==> src/rtl/traffic_phase_timer.sv <==
// Dwell timer in front of the traffic_lights sequencer: times each lamp phase,
// pulses step to advance it, shortens green on pedestrian demand, flags faults.
module traffic_phase_timer #(
  parameter int CNT_W           = 16,
  parameter int RED_TICKS       = 20,
  parameter int RED_AMBER_TICKS = 4,
  parameter int GREEN_TICKS     = 20,
  parameter int AMBER_TICKS     = 6,
  parameter int MIN_GREEN       = 5,
  parameter int ACK_TIMEOUT     = 4
) (
  input  logic             clk,
  input  logic             rst_n,
  input  logic             en,
  input  logic             red,
  input  logic             amber,
  input  logic             green,
  input  logic             ped_req,
  output logic             step,
  output logic [CNT_W-1:0] remaining,
  output logic             ped_pending,
  output logic             fault
);

  typedef enum logic [1:0] {LOAD, COUNT, STEP, WAIT} state_t;
  typedef enum logic [2:0] {PH_RED, PH_RED_AMBER, PH_GREEN, PH_AMBER, PH_INVALID} phase_t;

  localparam int WAIT_W = $clog2(ACK_TIMEOUT + 1);
  localparam logic [WAIT_W-1:0] WAIT_LAST = WAIT_W'(ACK_TIMEOUT - 1);

  localparam logic [CNT_W-1:0] RED_LOAD       = CNT_W'(RED_TICKS - 1);
  localparam logic [CNT_W-1:0] RED_AMBER_LOAD = CNT_W'(RED_AMBER_TICKS - 1);
  localparam logic [CNT_W-1:0] GREEN_LOAD     = CNT_W'(GREEN_TICKS - 1);
  localparam logic [CNT_W-1:0] AMBER_LOAD     = CNT_W'(AMBER_TICKS - 1);
  // Green may end early once the count has fallen to this level with a request pending.
  localparam logic [CNT_W-1:0] PED_THR        = CNT_W'(GREEN_TICKS - MIN_GREEN);

  localparam longint CNT_SPAN = longint'(1) << CNT_W;

  if (RED_TICKS < 1 || RED_AMBER_TICKS < 1 || GREEN_TICKS < 1 || AMBER_TICKS < 1 ||
      longint'(RED_TICKS - 1) >= CNT_SPAN || longint'(RED_AMBER_TICKS - 1) >= CNT_SPAN ||
      longint'(GREEN_TICKS - 1) >= CNT_SPAN || longint'(AMBER_TICKS - 1) >= CNT_SPAN)
  begin : g_bad_ticks
    $error("traffic_phase_timer: phase tick count out of range for CNT_W");
  end

  if (MIN_GREEN < 1 || MIN_GREEN > GREEN_TICKS || ACK_TIMEOUT < 1) begin : g_bad_limits
    $error("traffic_phase_timer: MIN_GREEN or ACK_TIMEOUT out of range");
  end

  state_t             state_q, state_d;
  phase_t             phase_q, phase_d, live_phase;
  logic [CNT_W-1:0]   rem_d;
  logic [WAIT_W-1:0]  wait_q, wait_d;
  logic               step_d, ped_d, fault_d;
  logic [CNT_W-1:0]   load_val;

  always_comb begin
    case ({red, amber, green})
      3'b100:  live_phase = PH_RED;
      3'b110:  live_phase = PH_RED_AMBER;
      3'b001:  live_phase = PH_GREEN;
      3'b010:  live_phase = PH_AMBER;
      default: live_phase = PH_INVALID;
    endcase
  end

  always_comb begin
    case (live_phase)
      PH_RED:       load_val = RED_LOAD;
      PH_RED_AMBER: load_val = RED_AMBER_LOAD;
      PH_GREEN:     load_val = GREEN_LOAD;
      PH_AMBER:     load_val = AMBER_LOAD;
      default:      load_val = '0;
    endcase
  end

  // NOTE: every signal gets a default before the case so no path leaves one unassigned (no latches).
  always_comb begin
    state_d = state_q;
    phase_d = phase_q;
    rem_d   = remaining;
    wait_d  = wait_q;
    fault_d = fault;

    case (state_q)
      LOAD: begin
        phase_d = live_phase;
        if (live_phase == PH_INVALID) begin
          fault_d = 1'b1;
          rem_d   = '0;
          state_d = STEP;
        end else begin
          rem_d   = load_val;
          state_d = COUNT;
        end
      end
      COUNT: begin
        if (live_phase != phase_q) begin
          fault_d = 1'b1;
          state_d = LOAD;
        end else if (en) begin
          if (remaining == '0 ||
              (phase_q == PH_GREEN && ped_pending && remaining <= PED_THR)) begin
            state_d = STEP;
          end else begin
            rem_d = remaining - 1'b1;
          end
        end
      end
      STEP: begin
        wait_d  = '0;
        state_d = WAIT;
      end
      WAIT: begin
        if (live_phase != phase_q) begin
          state_d = LOAD;
        end else begin
          wait_d = wait_q + 1'b1;
          if (wait_q == WAIT_LAST) begin
            fault_d = 1'b1;
            state_d = LOAD;
          end
        end
      end
      default: state_d = LOAD;
    endcase

    step_d = (state_d == STEP);

    // A request in the same cycle as the red reload wins over the clear.
    if (ped_req)
      ped_d = 1'b1;
    else if (state_q == LOAD && live_phase == PH_RED)
      ped_d = 1'b0;
    else
      ped_d = ped_pending;
  end

  // NOTE: sequential state uses non-blocking assignments so all registers update together.
  always_ff @(posedge clk or negedge rst_n) begin
    if (!rst_n) begin
      state_q     <= LOAD;
      phase_q     <= PH_RED;
      remaining   <= '0;
      wait_q      <= '0;
      step        <= 1'b0;
      ped_pending <= 1'b0;
      fault       <= 1'b0;
    end else begin
      state_q     <= state_d;
      phase_q     <= phase_d;
      remaining   <= rem_d;
      wait_q      <= wait_d;
      step        <= step_d;
      ped_pending <= ped_d;
      fault       <= fault_d;
    end
  end

endmodule

==> config.mk <==
export PLATFORM = sky130hd
export DESIGN_NAME = traffic_phase_timer
export DESIGN_NICKNAME = d
export VERILOG_FILES = /design/src/rtl/traffic_phase_timer.sv
export SDC_FILE = /design/constraint.sdc
export NUM_CORES = 1
export LEC_CHECK = 0
export CORE_ASPECT_RATIO = 0.75
export CORE_MARGIN = 1
export CORE_UTILIZATION = 53
export DETAILED_ROUTE_END_ITERATION = 8
export GPL_ROUTABILITY_DRIVEN = 1
export HOLD_SLACK_MARGIN = 0.15
export PLACE_DENSITY = 0.87
export SLEW_MARGIN = 20
export SYNTH_ARGS = -nofsm -noshare
export SYNTH_HDL_FRONTEND = slang
export SYNTH_SLANG_ARGS = --single-unit
==> constraint.sdc <==
create_clock -name clk -period 2.4 [get_ports clk]
set_input_delay 0.48 -clock clk [delete_from_list [all_inputs] [get_ports clk]]
set_output_delay 0.48 -clock clk [all_outputs]
set_load 0.1 [all_outputs]
==> results of run 1 <==
==> layer usage <==
layer | up-vias | wire [µm] | global-route usage (%) | part of all wire [%]
met5 | - | 0 | 0 | 0
met4 | 0 | 27 | 7.80 | 0.65
met3 | 4 | 306 | 6.36 | 7.3
met2 | 61 | 1980 | 42.4 | 47
met1 | 745 | 1860 | 38.2 | 45
li1 | 741 | - | - | -
==> worst reg2reg max path, stage by stage (launching register included) <==
cell and delay, ns:
dfrtp_4 0.51, inv_2 0.08, ha_4 0.14, or3b_4 0.40, a2111oi_4 0.41, and2_4 0.27, a211oi_4 0.07, buf_4 0.19
a31oi_1 0.17, a41o_1 0.12
==> cell families (layout without fill, tap and decap cells) <==
logic type                 after synthesis  count (layout)
AOI/OAI and AO/OA                       52              52
xor gates and xnor gates                 5               5
adders and majority gates                3               3
buffers and inverters                   19              56
DFF                                     27              27
muxes                                    1               1
and+or+nand+nor                         77              77
==> per-stage QoR <==
stage | util (%) | worst slack, ns | hold WS [ns] | cells | TNS [ns]
after CTS | 70.0 | 0.0323 | 0.548 | 256 | 0
after floorplan | - | -0.0351 | 0.184 | 184 | -0.155
after global placement | 68.3 | -0.236 | 0.495 | 252 | -2.51
final | 72.4 | -0.00440 | 0.531 | 259 | -0.00440
after detailed placement | 68.3 | -0.356 | 0.525 | 252 | -4.01
after global routing | 72.4 | -0.0585 | 0.556 | 259 | -0.177
==> state kept, by name, summed over array words and instances (netlist names) <==
register and flops:
ped_pending 1, step 1, wait_q 3, state_q 2, fault 1, phase_q 3
remaining 16
==> final timing paths <==
path                                     startpoint                        end  slack [ns]  cells past startpoint
setup / recovery           remaining[0]$_DFFE_PN0P_  remaining[10]$_DFFE_PN0P_      -0.004                      9
hold / removal                wait_q[2]$_DFFE_PN0P_      wait_q[2]$_DFFE_PN0P_        0.53                      1
setup reg to reg           remaining[0]$_DFFE_PN0P_  remaining[10]$_DFFE_PN0P_      -0.004                      9
hold reg to reg               wait_q[2]$_DFFE_PN0P_      wait_q[2]$_DFFE_PN0P_        0.53                      1
max in group asynchronous                     rst_n   remaining[1]$_DFFE_PN0P_        1.55                      2
min in group asynchronous                     rst_n      wait_q[2]$_DFFE_PN0P_        0.56                      2
==> placed cells by master, fill, tap and decap left out, types with 3 or more instances in the layout <==
| cell | count |
|---|---|
| a22o_1 | 3 |
| nand2b_1 | 3 |
| xnor2_1 | 4 |
| a21oi_1 | 5 |
| clkbuf_8 | 3 |
| o21ai_0 | 5 |
| a41o_1 | 3 |
| nand3_1 | 3 |
| nor2_1 | 26 |
| inv_1 | 5 |
| buf_4 | 38 |
| a31o_1 | 4 |
| clkdlybuf4s50_1 | 4 |
| nand2_1 | 20 |
| or4_1 | 3 |
| dfrtp_2 | 11 |
| nor3_1 | 4 |
| dfrtp_1 | 14 |
| a31oi_1 | 3 |
==> final cells by class <==
cell class | instances | area (µm²) | share of cell area, %
sequential | 27 | 697 | 32.6
timing repair buffer | 45 | 358 | 16.7
clock inverter | 1 | 7.51 | 0.351
clock buffer | 3 | 41.3 | 1.93
tap | 38 | 47.5 | 2.22
inverter | 7 | 26.3 | 1.23
multi-input combinational | 138 | 962 | 45.0
==> timing repair <==
item | CTS | global route
setup buffers | 0 | 3
resized for setup | 2 | 9
pin swaps | 0 | 1
setup endpoints to repair | 6 | 12
==> metrics.md, run 1 <==
| Metric | Value |
|---|---|
| Die height | 50.5 µm |
| Crit path capture type | flip-flop |
| Area of the mapped netlist | about 1700 µm² |
| NumNets Final | roughly 230 |
| Critical-path top delay cell | dfrtp_4 |
| Worst-Margin Slew | between 0.6 and 0.7 ns |
| Routability cong. | approximately 0.85 |
| Rows | 17 |
| Failing checks | setup timing |
| Worst setup margin | -0.00440 ns |
| Minimum clock period | between 2 and 2.5 ns |
| Antenna viol nets, final | 0 |
| Fraction of layout cells with a size suffix above 1 | 34.4% |
| Post-DP Area | approximately 2000 µm² |
| Critical Path RT | ~2.6 ns |
| Skew final | about 0.0076 ns |
| Kind of critical path | reg2reg |
| DRC Markers | 0 |
| Clock slew at reported path FFs | approximately 0.10 ns |
| Total Wirelength | ~4200 µm |
| DR WL/cell | roughly 16 µm |
| PortBufs | 25 |
| RSZ-0062 raised after global routing | true |
| Top delay family on crit path | compound AO/OA/AOI/OAI gates |
| Adder-Cell Fraction of Synth Area | under 10% |
| Placeable Area | 2960 µm² |
| Post-synthesis cell count | 184 |
| Most frequent cells after synthesis | 27 x dfrtp_1, 26 x nor2_1, 20 x nand2_1 |
| Worst skew pair latency | around 0.28 ns |
| Vias in the first global route | 1474 |
| TritonCTS Sinks | 27 |
| Total congestion overflow | 0 |
| Main combinational cell family by area after synthesis | compound AO/OA/AOI/OAI gates |
| GRT Util Overall | 27.4% |
| First drt pass iteration count | 4 |
| Post-Synth Simple-Gate Area | about 23% |
| Synth Net Count | ~190 |
| Vias per cell | about 6 |
| Synth area leader | dfrtp_1 |
| Initial DRC count | between 150 and 200 |
| Io pins | 26 |
| Clock Path Buffers | 2 |
| Slew margin rel. | about 56% |
| Cts hold-fix bufs | 0 |
| Crit path largest cell delay | ~0.51 ns |
| Post-synth EDFFs | 0 |
| Pins Over Slew Limit | 0 |
| Status | complete, but fails checks |
| Number of CTS-inserted buffers | 3 |
| #FFs+latches synth | 27 |
| Syn-to-layout area delta | 28.7% |
| # setup viols final | 1 |
| Starting Density | between 50 and 60% |
| Startpoint type of the worst setup path | flip-flop |
| Die ar. | 3370 µm² |
| Mux contribution to synthesized area | less than 1% |
| Synth warnings | 0 |
| Filler cells | 214 |
| XOR/XNOR Fraction of Synth Area | between 2 and 3% |
| Share of the synthesized area in the top cell type | between 40% and 50% |
| CTS root buf | clkbuf_8 |
| Ant. Diodes | 0 |
| Crit path DAT | 2.63 ns |
| Max_cap viols | 0 |
| Final instance area | between 2000 and 2500 µm² |
| Crit-path cells | inv_2, ha_4, or3b_4, a2111oi_4, and2_4, a211oi_4, buf_4, a31oi_1, a41o_1 |
| Hold Fails Final Rpt | 0 |
| Worst Hold Class | reg2reg |
| Critical path peak fanout | 4 |
| Post-synth top flop | dfrtp_1 |
| First-pass GRT wire length | 6790 µm |
| Complex-gate fraction of the synthesized area | about a quarter |
| H-Tree Depth | 1 |
| Synth cell types | 55 |
| Post-synthesis sequential area ratio | around two fifths |
| DR vias | between 1500 and 2000 |
| Most frequent cell after synthesis | dfrtp_1 |
| Initial antenna violation count | 0 |
| Ys async rst share | 100% |
| Largest net degree at the start of global routing | 28 |
| Buf/Inv on CP | 2 |
| Final worst-path cycle share | 100% |
| Die W | 66.7 µm |
| Syn_area_per_cell | ~9 µm² |
| Area contributors post-synth | dfrtp_1 41%, nor2_1 5.9%, nand2_1 4.5% |
| Post-DP HPWL | around 3000 µm |
| FMAX | 0.416 GHz |
| CTS tree | yes |
Power of run 1 is not shown: default switching activity piles up to over one toggle a cycle in this logic, so the estimate is an artifact.
==> inputs of run 2 (changes only) <==
Settings changed: ABC_AREA set to 1, CORE_UTILIZATION 53 to 54.
==> metrics.md, run 2 <==
| Metric | Value |
|---|---|
| Routability cong. | between 0.8 and 0.9 |
| Synth Net Count | between 200 and 250 |
| Syn_area_per_cell | 7.58 µm² |
| Post-DP Area | ~2000 µm² |
| #FFs+latches synth | 27 |
| Initial DRC count | 135 |
| Most common cell after layout, fill and taps aside | nand2_1 |
| Die W | just under 70 µm |
| Startpoint type of the worst setup path | input port |
| Crit path DAT | 2.12 ns |
| Worst hold slack | 0.492 ns |
| Synth warnings | 0 |
| Worst r2r dst | remaining[13]$_DFFE_PN0P_ |
| Minimum clock period | 1.91 ns |
| FMAX | 0.522 GHz |
| Rows | 17 |
| Critical path peak fanout | 21 |
| Largest register FFs | 16 |
| Setup TNS | 0 ns |
| Post-CTS sizing | 0 |
| Area contributors post-synth | dfrtp_1 37%, nand2_1 12%, nor2_1 7.0% |
| Worst R2R Start | remaining[3]$_DFFE_PN0P_ |
| Crit path capture type | flip-flop |
| Worst reg-to-reg path cell count | 8 |
| Total congestion overflow | 0 |
| Most frequent cell after synthesis | nand2_1 |
| Worst Hold Class | reg2reg |
| PortBufs | 25 |
| Starting Density | between 50% and 60% |
| Worst-Margin Slew | approximately 0.47 ns |
| Synth area leader | dfrtp_1 |
| R2R setup slack | roughly 0.64 ns |
| Post-synth top flop | dfrtp_1 |
| Final instance area | approximately 2100 µm² |
| Ant. Diodes | 0 |
| Initial antenna violation count | 0 |
| Critical Path RT | roughly 2.6 ns |
| # setup viols final | 0 |
| NumNets Final | ~280 |
| Clock slew at reported path FFs | ~0.090 ns |
| Post-CTS setup buffers | 0 |
| Worst setup margin | between 0.4 and 0.5 ns |
| Placeable Area | between 3000 and 4000 µm² |
| Ys async rst share | 100% |
| Status | completed |
| Post-DP HPWL | 2920 µm |
| CTS tree | yes |
| TritonCTS Sinks | 27 |
| DR WL/cell | ~12 µm |
| First drt pass iteration count | 5 |
| Largest regs | remaining x16, phase_q x3, wait_q x3 |
| Total Wirelength | 3770 µm |
| Area of the mapped netlist | 1810 µm² |
| Biggest register | remaining |
| Fraction of layout cells with a size suffix above 1 | 25.2% |
| Placement Setup Slack | between 0.2 and 0.25 ns |
| Max_cap viols | 0 |
| RSZ-0062 raised after global routing | false |
| Synth cell types | 28 |
| Die height | 52.2 µm |
| Io pins | 26 |
| Antenna viol nets, final | 0 |
| GRT Util Overall | between 20% and 30% |
| H-Tree Depth | 1 |
| First-pass GRT wire length | 6220 µm |
| Largest net degree at the start of global routing | 28 |
| Final worst-path cycle share | approximately four fifths |
| Worst skew pair latency | roughly 0.28 ns |
| Post-synthesis sequential area ratio | roughly 37% |
| Slew margin rel. | between 60% and 70% |
| Share of the synthesized area in the top cell type | 37.3% |
| Commonest non-fill, non-tap cells in the layout | 57 x nand2_1, 34 x nor2_1, 27 x dfrtp_1 |
| Hold Fails Final Rpt | 0 |
| DRC Markers | 0 |
| Die ar. | between 3000 and 4000 µm² |
| Vias per cell | between 5 and 6 |
| Clock Path Buffers | 2 |
| CTS root buf | clkbuf_8 |
| Post-synthesis cell count | approximately 240 |
| Cts hold-fix bufs | 0 |
| Pins Over Slew Limit | 0 |
| Worst Setup EP | remaining[14]$_DFFE_PN0P_ |
| Number of CTS-inserted buffers | 3 |
| Vias in the first global route | between 1000 and 1500 |
| Kind of critical path | in2reg |
| Most frequent cells after synthesis | 57 x nand2_1, 34 x nor2_1, 27 x dfrtp_1 |
| Skew final | 0.00678 ns |
| DR vias | roughly 1600 |
| Syn-to-layout area delta | 14.3% |
| Post-synth EDFFs | 0 |
| Worst Setup SP | red |
## run 2: cell count changes in the layout (fill, tap and decap cells not counted), sizes merged, moves of 8 or more
| cell | delta |
|---|---|
| xor2 | +8 |
| nor2 | +13 |
| nand2 | +48 |
| buf | -19 |
| o21ai | +18 |
| inv | +26 |
| nand3 | +12 |
## run 2: stage by stage
| stage | util (%) | std cells |
|---|---|---|
| 2_1_floorplan | - | 239 |
| 3_3_place_gp | 66.1 | 300 |
| 3_5_place_dp | 66.1 | 300 |
| 4_1_cts | 67.6 | 304 |
| 5_1_grt | 67.6 | 304 |
| 6_report | 67.6 | 304 |
## run 2: logic make-up (layout without fill, tap and decap cells)
| group | after synthesis | in the layout | synth area share, % |
|---|---|---|---|
| flip-flops | 27 | 27 | 37.3 |
| AND/OR/NAND/NOR | 132 | 132 | 34.5 |
| XOR/XNOR | 11 | 11 | 5.32 |
| AO/OA/AOI/OAI | 30 | 30 | 11.0 |
| adder cells (fa/ha/maj) | 3 | 3 | 2.07 |
| buffers and inverters | 36 | 63 | 9.74 |
## run 2: worst min path at each step
stage	slack (ns)	startpoint	cells after the start	endpoint
after floorplan	0.18	rst_n	0	fault$_DFFE_PN0P_
after global placement	0.47	fault$_DFFE_PN0P_	1	fault$_DFFE_PN0P_
after detailed placement	0.48	wait_q[2]$_DFFE_PN0P_	2	wait_q[2]$_DFFE_PN0P_
after CTS	0.50	wait_q[2]$_DFFE_PN0P_	2	wait_q[2]$_DFFE_PN0P_
after global routing	0.53	wait_q[2]$_DFFE_PN0P_	2	wait_q[2]$_DFFE_PN0P_
final	0.49	wait_q[2]$_DFFE_PN0P_	2	wait_q[2]$_DFFE_PN0P_
## run 2: final cells by class
| type | count | area [µm²] |
|---|---|---|
| clock inverter | 1 | 5.00 |
| timing repair buffer | 26 | 210 |
| fill | 273 | 992 |
| multi-input combinational | 176 | 960 |
| inverter | 33 | 131 |
| sequential | 27 | 676 |
| clock buffer | 3 | 41.3 |
| tap | 38 | 47.5 |
## run 2: critical path, stage by stage
cell and delay (ns):
clkdlybuf4s50_1 0.46, inv_2 0.09, nand3_2 0.16, nand3_2 0.17, nand2_1 0.06, nand2_1 0.08, nand2_2 0.08, nand2_4 0.12
nand2_8 0.10, inv_8 0.16, nand2_1 0.09, o21ai_2 0.05
## run 2: per-layer routing
layer | track usage (%) | part of all wire [%]
met2 | 35.0 | 45
met5 | 0 | 0
met3 | 5.92 | 6.8
met1 | 34.5 | 47
met4 | 7.82 | 1.4
Power of run 2 is left out for the same reason.
